--- src/rtl/uart_pkg.sv ---
// uart_pkg: shared types and constants for the UART peripheral.
//   arb_state_t      : arbiter FSM states (ARB, ISSUE, WAIT_DONE, GAP)
//   BYTE_W           : width of one UART data byte
//   CLKS_PER_BIT_DEF : default system clocks per bit (100 MHz / 9600 baud)
package uart_pkg;

  localparam int BYTE_W           = 8;
  localparam int CLKS_PER_BIT_DEF = 10417;

  typedef enum logic [1:0] {
    ARB       = 2'd0,
    ISSUE     = 2'd1,
    WAIT_DONE = 2'd2,
    GAP       = 2'd3
  } arb_state_t;

endpackage

--- src/rtl/uart_tx_arbiter_rr_picker.sv ---
// rr_picker: combinational round-robin index selection.
//   valid_i [N-1:0]     : request vector
//   last_i  [IDX_W-1:0] : index served most recently
//   any_o               : at least one request present
//   sel_o   [IDX_W-1:0] : first valid index searching last+1, last+2, ... mod N
// Generic on purpose so other peripheral arbiters can reuse it.
module rr_picker #(
  parameter int N     = 4,
  parameter int IDX_W = (N > 1) ? $clog2(N) : 1
) (
  input  logic [N-1:0]     valid_i,
  input  logic [IDX_W-1:0] last_i,
  output logic             any_o,
  output logic [IDX_W-1:0] sel_o
);

  // Walk the search order backwards so the last hit written is the
  // highest-priority one; avoids a break and keeps the loop static.
  always_comb begin
    sel_o = '0;
    any_o = |valid_i;
    for (int i = N; i >= 1; i--) begin
      if (valid_i[(int'(last_i) + i) % N]) begin
        sel_o = IDX_W'((int'(last_i) + i) % N);
      end
    end
  end

endmodule

--- src/rtl/uart_tx_arbiter.sv ---
// uart_tx_arbiter: shares one UART transmitter among N_REQ byte requesters.
// Round-robin arbitration, one byte in flight at a time, watchdog on the
// transmitter's done pulse.
//
// Ports:
//   clk_i, reset_i       : system clock, synchronous active-high reset
//   req_valid_i/data_i   : per-requester byte pending and its byte
//   req_ready_o          : one-cycle accept pulse, coincident with tx_dv_o
//   grant_o              : one-hot owner of the byte in flight, 0 when idle
//   tx_dv_o / tx_byte_o  : one-cycle start pulse and byte to transmitter
//   tx_active_i          : transmitter busy (consistency check only)
//   tx_done_i            : transmitter completion pulse
//   busy_o               : arbiter not in ARB
//   err_o / err_clr_i    : sticky watchdog-timeout flag and its clear
//   req_lock_i           : only with UART_ARB_LOCK_EN; owner keeps the
//                          transmitter while lock and valid stay high
//
// Build option: define UART_ARB_LOCK_EN to add req_lock_i and message locking.
//
// state     | meaning
// ----------+--------------------------------------------------------------
// ARB       | idle, picking the next requester
// ISSUE     | tx_dv_o/req_ready_o high this cycle, watchdog restarts
// WAIT_DONE | byte in flight, counting toward TIMEOUT_CYCLES
// GAP       | transmitter post-done cleanup cycle; grant dropped on exit
module uart_tx_arbiter
  import uart_pkg::*;
#(
  parameter int N_REQ          = 4,
  parameter int CLKS_PER_BIT   = CLKS_PER_BIT_DEF,
  parameter int TIMEOUT_CYCLES = 11 * CLKS_PER_BIT + 16
) (
  input  logic                      clk_i,
  input  logic                      reset_i,
  input  logic [N_REQ-1:0]          req_valid_i,
  input  logic [BYTE_W*N_REQ-1:0]   req_data_i,
  output logic [N_REQ-1:0]          req_ready_o,
  output logic [N_REQ-1:0]          grant_o,
  output logic                      tx_dv_o,
  output logic [BYTE_W-1:0]         tx_byte_o,
  input  logic                      tx_active_i,
  input  logic                      tx_done_i,
  output logic                      busy_o,
  output logic                      err_o,
`ifdef UART_ARB_LOCK_EN
  input  logic [N_REQ-1:0]          req_lock_i,
`endif
  input  logic                      err_clr_i
);

  localparam int IDX_W = $clog2(N_REQ);
  localparam int WD_W  = $clog2(TIMEOUT_CYCLES + 1);
  localparam logic [WD_W-1:0] WD_LAST = WD_W'(TIMEOUT_CYCLES - 1);
  localparam logic [WD_W-1:0] WD_MAX  = WD_W'(TIMEOUT_CYCLES);

  arb_state_t        state_q, state_d;
  logic [IDX_W-1:0]  last_q, last_d;
  logic [N_REQ-1:0]  grant_q, grant_d;
  logic [N_REQ-1:0]  ready_q, ready_d;
  logic [BYTE_W-1:0] byte_q, byte_d;
  logic              dv_q, dv_d;
  logic [WD_W-1:0]   wd_q, wd_d;
  logic              err_q, err_d;

  logic              pick_any;
  logic [IDX_W-1:0]  pick_sel;
  logic [IDX_W-1:0]  sel_idx;
  logic [BYTE_W-1:0] sel_byte;
  logic              relock;
  logic              timeout;

  rr_picker #(
    .N     (N_REQ),
    .IDX_W (IDX_W)
  ) u_rr_picker (
    .valid_i (req_valid_i),
    .last_i  (last_q),
    .any_o   (pick_any),
    .sel_o   (pick_sel)
  );

  // A done pulse in the expiry cycle counts as done, so err is not raised.
  assign timeout = (state_q == WAIT_DONE) && !tx_done_i && (wd_q >= WD_LAST);

`ifdef UART_ARB_LOCK_EN
  // lock_ok_q drops on a timeout so a hung owner cannot keep re-grabbing
  // the transmitter; any later grant re-arms it.
  logic lock_ok_q;

  always_ff @(posedge clk_i) begin
    if (reset_i) begin
      lock_ok_q <= 1'b0;
    end else if (state_q == ARB && pick_any) begin
      lock_ok_q <= 1'b1;
    end else if (timeout) begin
      lock_ok_q <= 1'b0;
    end
  end

  assign relock = lock_ok_q && req_lock_i[last_q] && req_valid_i[last_q];
`else
  assign relock = 1'b0;
`endif

  assign sel_idx  = relock ? last_q : pick_sel;
  assign sel_byte = req_data_i[int'(sel_idx)*BYTE_W +: BYTE_W];

  always_comb begin
    state_d = state_q;
    last_d  = last_q;
    grant_d = grant_q;
    ready_d = '0;
    byte_d  = byte_q;
    dv_d    = 1'b0;
    wd_d    = wd_q;
    err_d   = err_q;

    unique case (state_q)
      ARB: begin
        if (pick_any) begin
          grant_d = N_REQ'(1) << sel_idx;
          ready_d = N_REQ'(1) << sel_idx;
          byte_d  = sel_byte;
          dv_d    = 1'b1;
          last_d  = sel_idx;
          state_d = ISSUE;
        end
      end
      ISSUE: begin
        // The ISSUE cycle itself is the first cycle after the start pulse,
        // so the count restarts at 1 and reaches TIMEOUT_CYCLES on the
        // edge exactly TIMEOUT_CYCLES cycles after tx_dv_o.
        wd_d    = WD_W'(1);
        state_d = WAIT_DONE;
      end
      WAIT_DONE: begin
        if (tx_done_i) begin
          state_d = GAP;
        end else if (timeout) begin
          state_d = GAP;
        end
        if (wd_q != WD_MAX) begin
          wd_d = wd_q + WD_W'(1);
        end
      end
      GAP: begin
        grant_d = '0;
        state_d = ARB;
      end
      default: begin
        state_d = ARB;
      end
    endcase

    // Set beats clear when both land in the same cycle.
    if (timeout) begin
      err_d = 1'b1;
    end else if (err_clr_i) begin
      err_d = 1'b0;
    end
  end

  always_ff @(posedge clk_i) begin
    if (reset_i) begin
      state_q <= ARB;
      last_q  <= IDX_W'(N_REQ - 1);
      grant_q <= '0;
      ready_q <= '0;
      byte_q  <= '0;
      dv_q    <= 1'b0;
      wd_q    <= '0;
      err_q   <= 1'b0;
    end else begin
      state_q <= state_d;
      last_q  <= last_d;
      grant_q <= grant_d;
      ready_q <= ready_d;
      byte_q  <= byte_d;
      dv_q    <= dv_d;
      wd_q    <= wd_d;
      err_q   <= err_d;
    end
  end

  assign req_ready_o = ready_q;
  assign grant_o     = grant_q;
  assign tx_dv_o     = dv_q;
  assign tx_byte_o   = byte_q;
  assign busy_o      = (state_q != ARB);
  assign err_o       = err_q;

  // The transmitter must be idle whenever a start pulse goes out; a
  // still-active transmitter would silently drop the byte.
  a_tx_idle_on_start: assert property (
    @(posedge clk_i) disable iff (reset_i)
    (state_q == ISSUE) |-> !tx_active_i
  );

endmodule

--- config.mk ---
export PLATFORM = sky130hd
export DESIGN_NAME = uart_tx_arbiter
export DESIGN_NICKNAME = d
export VERILOG_FILES = /design/src/rtl/uart_pkg.sv /design/src/rtl/uart_tx_arbiter_rr_picker.sv /design/src/rtl/uart_tx_arbiter.sv
export SDC_FILE = /design/constraint.sdc
export NUM_CORES = 1
export LEC_CHECK = 0
export ABC_AREA = 1
export BUFFER_PORTS_ARGS = -buffer_cell sky130_fd_sc_hd__buf_2
export CAP_MARGIN = 20
export CELL_PAD_IN_SITES_DETAIL_PLACEMENT = 1
export CELL_PAD_IN_SITES_GLOBAL_PLACEMENT = 1
export CORE_AREA = 2 2 86 88
export CTS_BUF_LIST = sky130_fd_sc_hd__clkbuf_8 sky130_fd_sc_hd__clkbuf_16
export DETAILED_ROUTE_END_ITERATION = 12
export DIE_AREA = 0 0 88 90
export PLACE_DENSITY_LB_ADDON = 0.1
export SLEW_MARGIN = 20
export SYNTH_ARGS = -nofsm -noshare
export SYNTH_HDL_FRONTEND = slang
export SYNTH_SLANG_ARGS = --single-unit
--- constraint.sdc ---
create_clock -name clk_i -period 1.8 [get_ports clk_i]
set_input_delay 0.45 -clock clk_i [delete_from_list [all_inputs] [get_ports clk_i]]
set_output_delay 0.45 -clock clk_i [all_outputs]
set_load 0.02 [all_outputs]
Word-level counts from Yosys, hierarchy flattened. Index checks and enable logic that the tools add are counted.

Logic and storage cells: 79. Output and inout port bits: 19. Bits of input ports: 41. Flip-flop bits (word level): 39.

Bitwise operators: 6. Reductions and logical operators: 19. Mux-type cells: 27. Add/sub/neg operators: 5. $lt $le $gt $ge: 5. Equality and inequality tests: 7. Shift operators: 2.

Operators by type and width (count): one-hot mux 17 bit (2 select lines) (1); variable part select 32 x 6 -> 8 bit (1); adder 17 x 1 -> 17 bit (second input constant) (1); greater-or-equal comparator 17 bit (second input constant) (1); 2-to-1 mux 17 bit (1); inequality test 17 bit (second input constant) (1); less-than comparator 3 x 4 -> 1 bit (second input constant) (4); 2-to-1 mux 2 bit (7); 2-to-1 mux 1 bit (11); OR reduction 2 bit (5); binary-select mux 1 bit (select 2 bit) (4); one-hot mux 2 bit (4 select lines) (1); one-hot mux 4 bit (2 select lines) (1); AND reduction 2 bit (4); nonzero test 2 bit (4); adder 2 x 1 -> 2 bit (second input constant) (2); adder 2 bit (second input constant) (2); AND 1 bit (first input constant) (4); == test 2 bit (second input constant) (2); 2-to-1 mux 4 bit (1); OR reduction 4 bit (1); left shift 1 x 2 -> 4 bit (first input constant) (1); inequality test 3 bit (second input constant) (1); OR reduction 3 bit (1); 7 further kinds (9).

Logic depth before layout (Yosys ltp). Gate-level depths: netlist (run 1).

Depth in word-level cells: 13. Gate-level depth with buffers: 15. Mapped depth without buffers: 14.

Modules after synthesis. A second synthesis (run 1) with hierarchy kept.

Cell total of the unflattened synthesis: 362. Area total of the unflattened synthesis: 2386.0 um2.

By module, submodules not included: uart_tx_arbiter (cells each 311, seq. area each 780.7 um2, times used 1, area each 2119.5 um2); rr_picker (cells each 51, seq. area each 0.0 um2, times used 1, area each 266.5 um2).

Worst setup path after synthesis (run 1). OpenSTA, ideal clock, no wires.

Path type: flip-flop to flip-flop. Start: register state_q[0]. End: register grant_q[0] (netlist: grant_o[0]). Path slack: 0.169 ns. Cell stages (with the launch flop): 9. Required time: 1.730 ns. Setup time: 0.070 ns. Clock period less this slack: 1.631 ns. Arrival: 1.560 ns. Path buffers: 0. Cells stage by stage: dfxtp_1 -> inv_1 -> ha_1 -> inv_1 -> nor2_1 -> inv_1 -> nor2_1 -> nand3_1 -> a21oi_1.

Cells in the longest elaborated chain, start to end: 3. Elaborated cells on any way between the ends: 6. Classes of those cells: 2 x eq/ne; 1 x mux; 3 x reduce/logical.

Ends and longest elaborated chain: start, declared (RTL line uart_tx_arbiter.sv:56) `arb_state_t state_q, state_d;`; start signal, assigned (RTL line uart_tx_arbiter.sv:174) `state_q <= state_d;`; == test 2 bit / zero test 2 bit (equally long branches) (RTL line uart_tx_arbiter.sv:118) `unique case (state_q)`; nonzero test 2 bit (no source line) / inequality test 2 bit (equally long branches); AND reduction 2 bit (no source line); end signal, assigned (RTL line uart_tx_arbiter.sv:176) `grant_q <= grant_d;`; end, declared (RTL line uart_tx_arbiter.sv:58) `logic [N_REQ-1:0] grant_q, grant_d;`.

Several ways; a longest one is shown, not always the timed one. A chain may end at the register's enable or synchronous reset.

Worst setup path in the final report (run 1).
Start: register last_q[0]. End: register byte_q[5] (netlist: tx_byte_o[5]).

Cells in the longest elaborated chain, start to end: 9. Elaborated cells on any way between the ends: 21. Classes of those cells: 4 x add/sub; 1 x shift; 16 x mux.

Ends and longest elaborated chain: start, declared (RTL line uart_tx_arbiter.sv:57) `logic [IDX_W-1:0] last_q, last_d;`; start signal, assigned (RTL line uart_tx_arbiter.sv:166) `last_q <= IDX_W'(N_REQ - 1);`; start signal, assigned (RTL line uart_tx_arbiter.sv:175) `last_q <= last_d;`; adder 2 x 1 -> 2 bit (RTL line uart_tx_arbiter_rr_picker.sv:23, uart_tx_arbiter_rr_picker.sv:24); binary-select mux 1 bit (select 2 bit) (RTL line uart_tx_arbiter_rr_picker.sv:23) `if (valid_i[(int'(last_i) + i) % N]) begin`; 2-to-1 mux 1 bit (not written as such) (2 in a row) (RTL line uart_tx_arbiter_rr_picker.sv:23); 2-to-1 mux 2 bit (3 in a row) (RTL line uart_tx_arbiter_rr_picker.sv:23); 2-to-1 mux 2 bit * (RTL line uart_tx_arbiter_rr_picker.sv:23); variable part select 32 x 6 -> 8 bit * (RTL line uart_tx_arbiter.sv:106) `assign sel_byte = req_data_i[int'(sel_idx)*BYTE_W +: BYTE_W];`; end signal, assigned (RTL line uart_tx_arbiter.sv:178) `byte_q <= byte_d;`; end, declared (RTL line uart_tx_arbiter.sv:60) `logic [BYTE_W-1:0] byte_q, byte_d;`.

Mark *: on every way between the ends. The rest lies on a longest branch, timed or not. The select of a mux whose other input is x is not followed.

==> results of run 1 <==
worst max-delay path by stage:
stage	depth (start not counted)	endpoint	startpoint	slack, ns
floorplan	8	grant_o[0]$_SDFFE_PP0P_	state_q[0]$_SDFFE_PP0P_	0.17
global placement	15	tx_byte_o[0]$_SDFFE_PP0P_	req_valid_i[3]	0.02
detailed placement	12	tx_byte_o[5]$_SDFFE_PP0P_	req_valid_i[3]	0.002
CTS	9	wd_q[5]$_SDFFE_PP0P_	wd_q[5]$_SDFFE_PP0P_	0.07
global route	14	tx_byte_o[5]$_SDFFE_PP0P_	last_q[0]$_SDFFE_PP1P_	-0.08
finish	14	tx_byte_o[5]$_SDFFE_PP0P_	last_q[0]$_SDFFE_PP1P_	0.05
power by group:
part	internal [mW]	total (mW)	switching [mW]	leakage (nW)
Clock	0.449	0.759	0.310	0.0612
Sequential	1.07	1.20	0.132	0.319
Combinational	1.46	3.72	2.26	1.20
Total	2.98	5.68	2.71	1.58
routing by layer:
layer  vias up  global-route usage  part of all wire
met3        11              0.0312             0.027
li1       1431                   -                 -
met4         0              0.0538             0.017
met2        42               0.347              0.53
met1      1291               0.231              0.43
met5         -                   0                 0
state kept, by name, indices dropped and copies added, names as in the netlist:
| name | flops |
|---|---|
| last_q | 2 |
| req_ready_o | 4 |
| tx_dv_o | 1 |
| tx_byte_o | 8 |
| wd_q | 17 |
| grant_o | 4 |
| state_q | 2 |
| err_o | 1 |
cell usage after synthesis (2+ instances only):
cell type  count  share of area
nand2_1       84           0.13
nand3_1       43          0.086
dfxtp_1       39           0.31
nor2_1        37          0.056
inv_1         34          0.051
a21oi_1       25          0.050
nand4_1       24          0.060
o21ai_0       16          0.032
nand2_2       12          0.030
nor3_1        10          0.020
ha_1           7          0.035
buf_6          5          0.023
clkbuf_1       4         0.0060
inv_2          4         0.0060
nand2_4        4          0.018
buf_4          3         0.0090
xor2_1         3          0.011
nand3b_1       2         0.0060
nor2_2         2         0.0050
nor4_1         2         0.0050
cell families after synthesis:
group           count (synthesis)
compound gates                 47
simple gates                  226
buf+inv                        53
xor+xnor                        3
flops                          39
fa+ha+maj                       7
critical path, cell delays in order, from the launching register on:
cell and delay, ns:
dfxtp_2 0.35, buf_6 0.14, inv_8 0.05, nand2_1 0.10, nand3_2 0.10, nand2_1 0.08, inv_1 0.06, nand2_4 0.09
nand3_4 0.11, buf_4 0.17, nand2_4 0.12, nand3_1 0.09, nand3_1 0.10, nor2_1 0.05, nor2_1 0.07
final cells by class:
| class | count | area, um^2 | area share |
|---|---|---|---|
| multi-input cells | 284 | 1620 | 0.469 |
| well taps | 99 | 124 | 0.0359 |
| repair buffers | 97 | 646 | 0.187 |
| clock inverters | 2 | 35.0 | 0.0101 |
| inverters | 39 | 154 | 0.0446 |
| repair inverters | 1 | 6.26 | 0.00181 |
| flip-flops and latches | 39 | 787 | 0.228 |
| clock buffers | 6 | 82.6 | 0.0239 |
per-stage QoR:
step           instance area, um^2  cells  hold slack, ns  total power, mW
3_5_place_dp                  3070    551           0.460             4.30
2_1_floorplan                 2500    375           0.452             3.45
5_1_grt                       3450    567           0.431             6.15
4_1_cts                       3180    559           0.411             5.07
6_report                      3450    567           0.411             5.68
3_3_place_gp                  3070    551           0.451             4.23
timing repair:
item / in CTS / in global routing
setup endpoints to repair: 0 / 22
resized for setup: 0 / 39
buffers inserted: 0 / 4
==> run_results.csv, run 1 <==
group,metric,value,unit
synth,synth_top_family_by_area,"simple AND/OR/NAND/NOR gates",
clocking,ctsHoldBuffers,0,
sta,tns,0,ns
setup_path,critPathKind,"reg2reg",
grt,grt_max_degree,23,
min_path,hp-class,"in2reg",
synth,ys.warnings.count,0,
grt,grt_pass1_wl,12400,um
synth,synth_fa_ha_area_frac,0.0351,
sta,max_slew_margin,0.687,
drt,wl,7940,um
synth,synth-simple-area-share,0.434,
pwr,leakage,1.58,nW
placement,gp_congestion,0.830,
floorplan,die_w,88,um
setup_path,crit_required,2.03,ns
run_status,status,"finished clean",
clocking,cts_num_sinks,39,
setup_path,rr_worst_depth,14,
final_layout,nets,515,
run,drv_cap,0,
synth,synthArstFlopShare,0,
drt,drc,0,
synth,synth_edf_count,0,
drt,vias,2775,
clocking,cts_root_buf,"clkbuf_8",
sta,rsz0062_at_grt,"true",
sta,setup_slack,0.0542,ns
setup_path,crit_arrival,1.97,ns
drt,viasPerCell,4.89,
drt,final_antenna_net_count,0,
sta,final.setup_skew,0.00413,ns
setup_path,r2r-end,"tx_byte_o[5]$_SDFFE_PP0P_",
grt,antenna_found_initial,0,
placement,io_buffer_count,58,
clocking,clock_path_buffers,2,
clocking,ctsHtreeMaxLevel,2,
synth,yosys-mux-area-fraction,0,
final_layout,syn2layout_area_growth,38.2,%
floorplan,rows,31,
floorplan,dieArea,0.00792,mm^2
clocking,clkTransAtPathRegs,0.08,ns
final_layout,final_util,0.492,
placement,hpwl,5860,um
sta,max_freq,573,MHz
synth,synthesis.area,0.00250,mm^2
final_layout,layout-drive-gt1-share,0.329,
setup_path,endpoint_kind,"flip-flop",
min_path,holdPathStages,4,
final_layout,n_fill_cell,914,
setup_path,crit_fanout,11,
clocking,cts-buffers-inserted,5,
drt,wl_per_cell,14.0,um
synth,synth.distinct_cells,35,
synth,synth_ff_type,"dfxtp_1",
floorplan,pin_count,60,
sta,finalSetupViolations,0,
sta,hold_viol,0,
drt,dr.pass1.iters,4,
sta,finalCritPeriodShare,0.970,
setup_path,r2r_start,"last_q[0]$_SDFFE_PP1P_",
setup_path,r2r_slack,0.05,ns
synth,synth_compound_area_frac,0.104,
sta,drv_slew,0,
grt,grt_usage,0.193,
setup_path,worst_setup_path_start_kind,"flip-flop",
drt,drtIter0Drc,82,
floorplan,die_height,90,um
pwr,ir_worst_vdd,1.38,mV
synth,syn-instance-count,375,
placement,dpl_worst_slack,0.00242,ns
grt,grt_pass1_vias,2738,
min_path,min_to,"err_o$_SDFFE_PP0P_",
grt,gr-total-overflow,0,
synth,synth_seq_area_share,0.312,
synth,syn_avg_cell_area,6.66,um^2
sta,fin_crit,1.75,ns
clocking,cts_tree,"yes",
clocking,clk_latency,0.28,ns
final_layout,layout_common_cells,"nand2_1 (80), buf_2 (58), nand3_1 (41)",
synth,synth_xor_area_frac,0.0105,
sta,tightest_slew,0.464,ns
synth,synth_nets,423,
final_layout,n_antenna_cell,0,
pwr,power.density,1650,mW/mm^2
floorplan,start_util,0.356,
floorplan,core_area,0.00702,mm^2
final_layout,final_common_cell,"nand2_1",
min_path,min_from,"err_clr_i",
synth,synth-seq-cells,39,
(Power assumes the default switching activity.)
==> run 2: changes to the inputs <==
Settings changed: ABC_AREA 1 to not set, CORE_AREA 2 2 86 88 to 2 2 79 81, DIE_AREA 0 0 88 90 to 0 0 81 83.
==> run_results.csv, run 2 <==
group,metric,value,unit
run_status,status,"finished clean",
synth,synth_nets,286,
synth,synth_seq_area_share,0.352,
final_layout,regMostFlops,"wd_q",
sta,fin_crit,1.80,ns
drt,drc,0,
final_layout,n_antenna_cell,0,
pwr,power,3.87,mW
final_layout,finalNonFillerCells,397,
grt,grt_usage,0.173,
final_layout,seq_area,788,um^2
sta,setup_slack,0.00211,ns
final_layout,final_common_cell,"buf_2",
sta,rsz0062_at_grt,"true",
setup_path,critPathKind,"reg2reg",
sta,final.setup_skew,0.00818,ns
synth,synth.largest_area_cell,"dfxtp_1",
synth,yosys-mux-area-fraction,0.117,
clocking,clock_path_buffers,2,
sta,tns,0,ns
setup_path,crit_slowest_cell,"or3b_2",
synth,synth_ff_type,"dfxtp_1",
placement,dpl_worst_slack,-0.0698,ns
placement,gp_congestion,0.786,
final_layout,multi_input_area,0.00136,mm^2
grt,gr-total-overflow,0,
pwr,ir_worst_vdd,0.614,mV
synth,synth_top_cells_by_area,"dfxtp_1 (35%), mux2i_1 (7.7%), xnor2_1 (5.5%)",
final_layout,nets,369,
final_layout,layout-drive-gt1-share,0.416,
placement,io_buffer_count,58,
sta,max_slew_margin,0.688,
sta,hold_viol,0,
synth,ys.warnings.count,0,
final_layout,syn2layout_area_growth,33.3,%
floorplan,die_height,83,um
sta,tightest_slew,0.463,ns
synth,synth-simple-area-share,0.221,
drt,viasPerCell,5.12,
final_layout,largest_register_ffs,17,
pwr,power.density,1310,mW/mm^2
setup_path,critPathTopFamily,"simple AND/OR/NAND/NOR gates",
sta,finalSetupViolations,0,
synth,syn_avg_cell_area,9.31,um^2
clocking,ctsHoldBuffers,0,
drt,dr.pass1.iters,4,
sta,finalCritPeriodShare,0.999,
clocking,ctsHtreeMaxLevel,2,
clocking,clk_latency,0.30,ns
final_layout,n_fill_cell,724,
setup_path,cp_cell_sequence,"inv_1 -> ha_1 -> or3b_2 -> nor4_2 -> o31a_1 -> o21ai_2 -> a221oi_2",
synth,synth_most_common_cell,"dfxtp_1",
synth,synth_edf_count,0,
grt,grt_max_degree,21,
final_layout,layout_common_cells,"buf_2 (58), dfxtp_1 (33), nor2_1 (27)",
setup_path,worst_setup_path_start_kind,"flip-flop",
drt,wl_per_cell,14.3,um
floorplan,core_area,0.00582,mm^2
placement,place_area,0.00280,mm^2
min_path,hp-class,"in2reg",
setup_path,endpoint_kind,"flip-flop",
clocking,cts_root_buf,"clkbuf_8",
grt,grt_pass1_wl,9290,um
setup_path,crit_arrival,2.01,ns
synth,synth_top_family_by_area,"simple AND/OR/NAND/NOR gates",
grt,antenna_found_initial,0,
synth,syn-instance-count,238,
floorplan,rows,28,
synth,synth_fa_ha_area_frac,0.0395,
setup_path,cpPeakStageDelay,0.45,ns
clocking,cts_tree,"yes",
setup_path,crit_required,2.01,ns
clocking,cts_num_sinks,39,
clocking,cts-buffers-inserted,5,
setup_path,crit_fanout,2,
sta,max_freq,556,MHz
floorplan,pin_count,60,
clocking,clkTransAtPathRegs,0.09,ns
synth,synth_commonest_cells,"dfxtp_1 (39), nor2_1 (27), mux2i_1 (17)",
final_layout,stdcell_area,0.00295,mm^2
synth,synth-seq-cells,39,
floorplan,dieArea,0.00672,mm^2
synth,synth_compound_area_frac,0.166,
synth,synthesis.area,0.00222,mm^2
drt,wl,5660,um
synth,synth.distinct_cells,49,
synth,netlist.area_leader.share,0.352,
placement,place_inst,387,
sta,drv_slew,0,
drt,final_antenna_net_count,0,
drt,vias,2032,
floorplan,die_w,81,um
synth,synthArstFlopShare,0,
placement,hpwl,4240,um
setup_path,crit_buf_inv,1,
drt,drtIter0Drc,64,
run,drv_cap,0,
pwr,leakage,1.23,nW
floorplan,start_util,0.381,
grt,grt_pass1_vias,1960,
synth,synth_xor_area_frac,0.0553,
-- run 2: cell types whose count changed after synthesis, sizes merged, moves of 10 or more --
cell and change:
inv -33, xnor2 +14, mux2i +17, nor2 -12, nand4 -17, nand3 -36
nand2b +10, a21oi -16, nand2 -95
-- run 2: timing repair --
action,CTS,global route
resized for setup,5,11
pin swaps,1,3
cloned,0,0
buffers inserted,0,2
hold endpoints to repair,0,0
setup endpoints to repair,2,13
-- run 2: layout make-up --
class	instances	area share
multi-input combinational	179	0.460
sequential	39	0.267
timing repair buffer	90	0.202
tap	75	0.0318
clock buffer	5	0.0233
clock inverter	3	0.00805
inverter	6	0.00763
-- run 2: through the flow --
stage                     hold WS [ns]   util
after floorplan                  0.441      -
after global placement           0.443  0.481
after detailed placement         0.453  0.481
after CTS                        0.365  0.499
after global routing             0.359  0.508
final                            0.361  0.508
-- run 2: final timing paths --
check,to,cells past startpoint,slack (ns),startpoint
worst min-delay path,wd_q[1]$_SDFFE_PP0P_,2,0.36,reset_i
worst min register to register,grant_o[0]$_SDFFE_PP0P_,2,0.46,grant_o[0]$_SDFFE_PP0P_
worst max-delay path,state_q[0]$_SDFFE_PP0P_,7,0.002,wd_q[0]$_SDFFE_PP0P_
worst max register to register,state_q[0]$_SDFFE_PP0P_,7,0.002,wd_q[0]$_SDFFE_PP0P_
-- run 2: layer usage --
| layer | share of wire | wire [um] | global-route usage | vias up |
|---|---|---|---|---|
| li1 | - | - | - | 1015 |
| met1 | 0.46 | 2620 | 0.244 | 964 |
| met2 | 0.47 | 2670 | 0.257 | 49 |
| met3 | 0.056 | 315 | 0.0467 | 4 |
| met4 | 0.0097 | 55 | 0.0462 | 0 |
| met5 | 0 | 0 | 0 | - |
-- run 2: worst reg2reg max path, cell delays in order, from the launching register on --
cell and delay, ns:
dfxtp_2 0.33, inv_1 0.07, ha_1 0.15, or3b_2 0.45
nor4_2 0.14, o31a_1 0.21, o21ai_2 0.09, a221oi_2 0.26
-- run 2: cells by family after synthesis --
family / count (synthesis)
AO/OA/AOI/OAI: 45
AND/OR/NAND/NOR: 88
XOR/XNOR: 14
buffers and inverters: 20
multiplexers: 25
flip-flops: 39
adder cells (fa/ha/maj): 7
-- run 2: report_power, final --
part / leakage (nW) / internal [mW] / switching [mW]
Combinational: 0.872 / 0.991 / 1.09
Clock: 0.0408 / 0.277 / 0.348
Sequential: 0.321 / 1.06 / 0.109
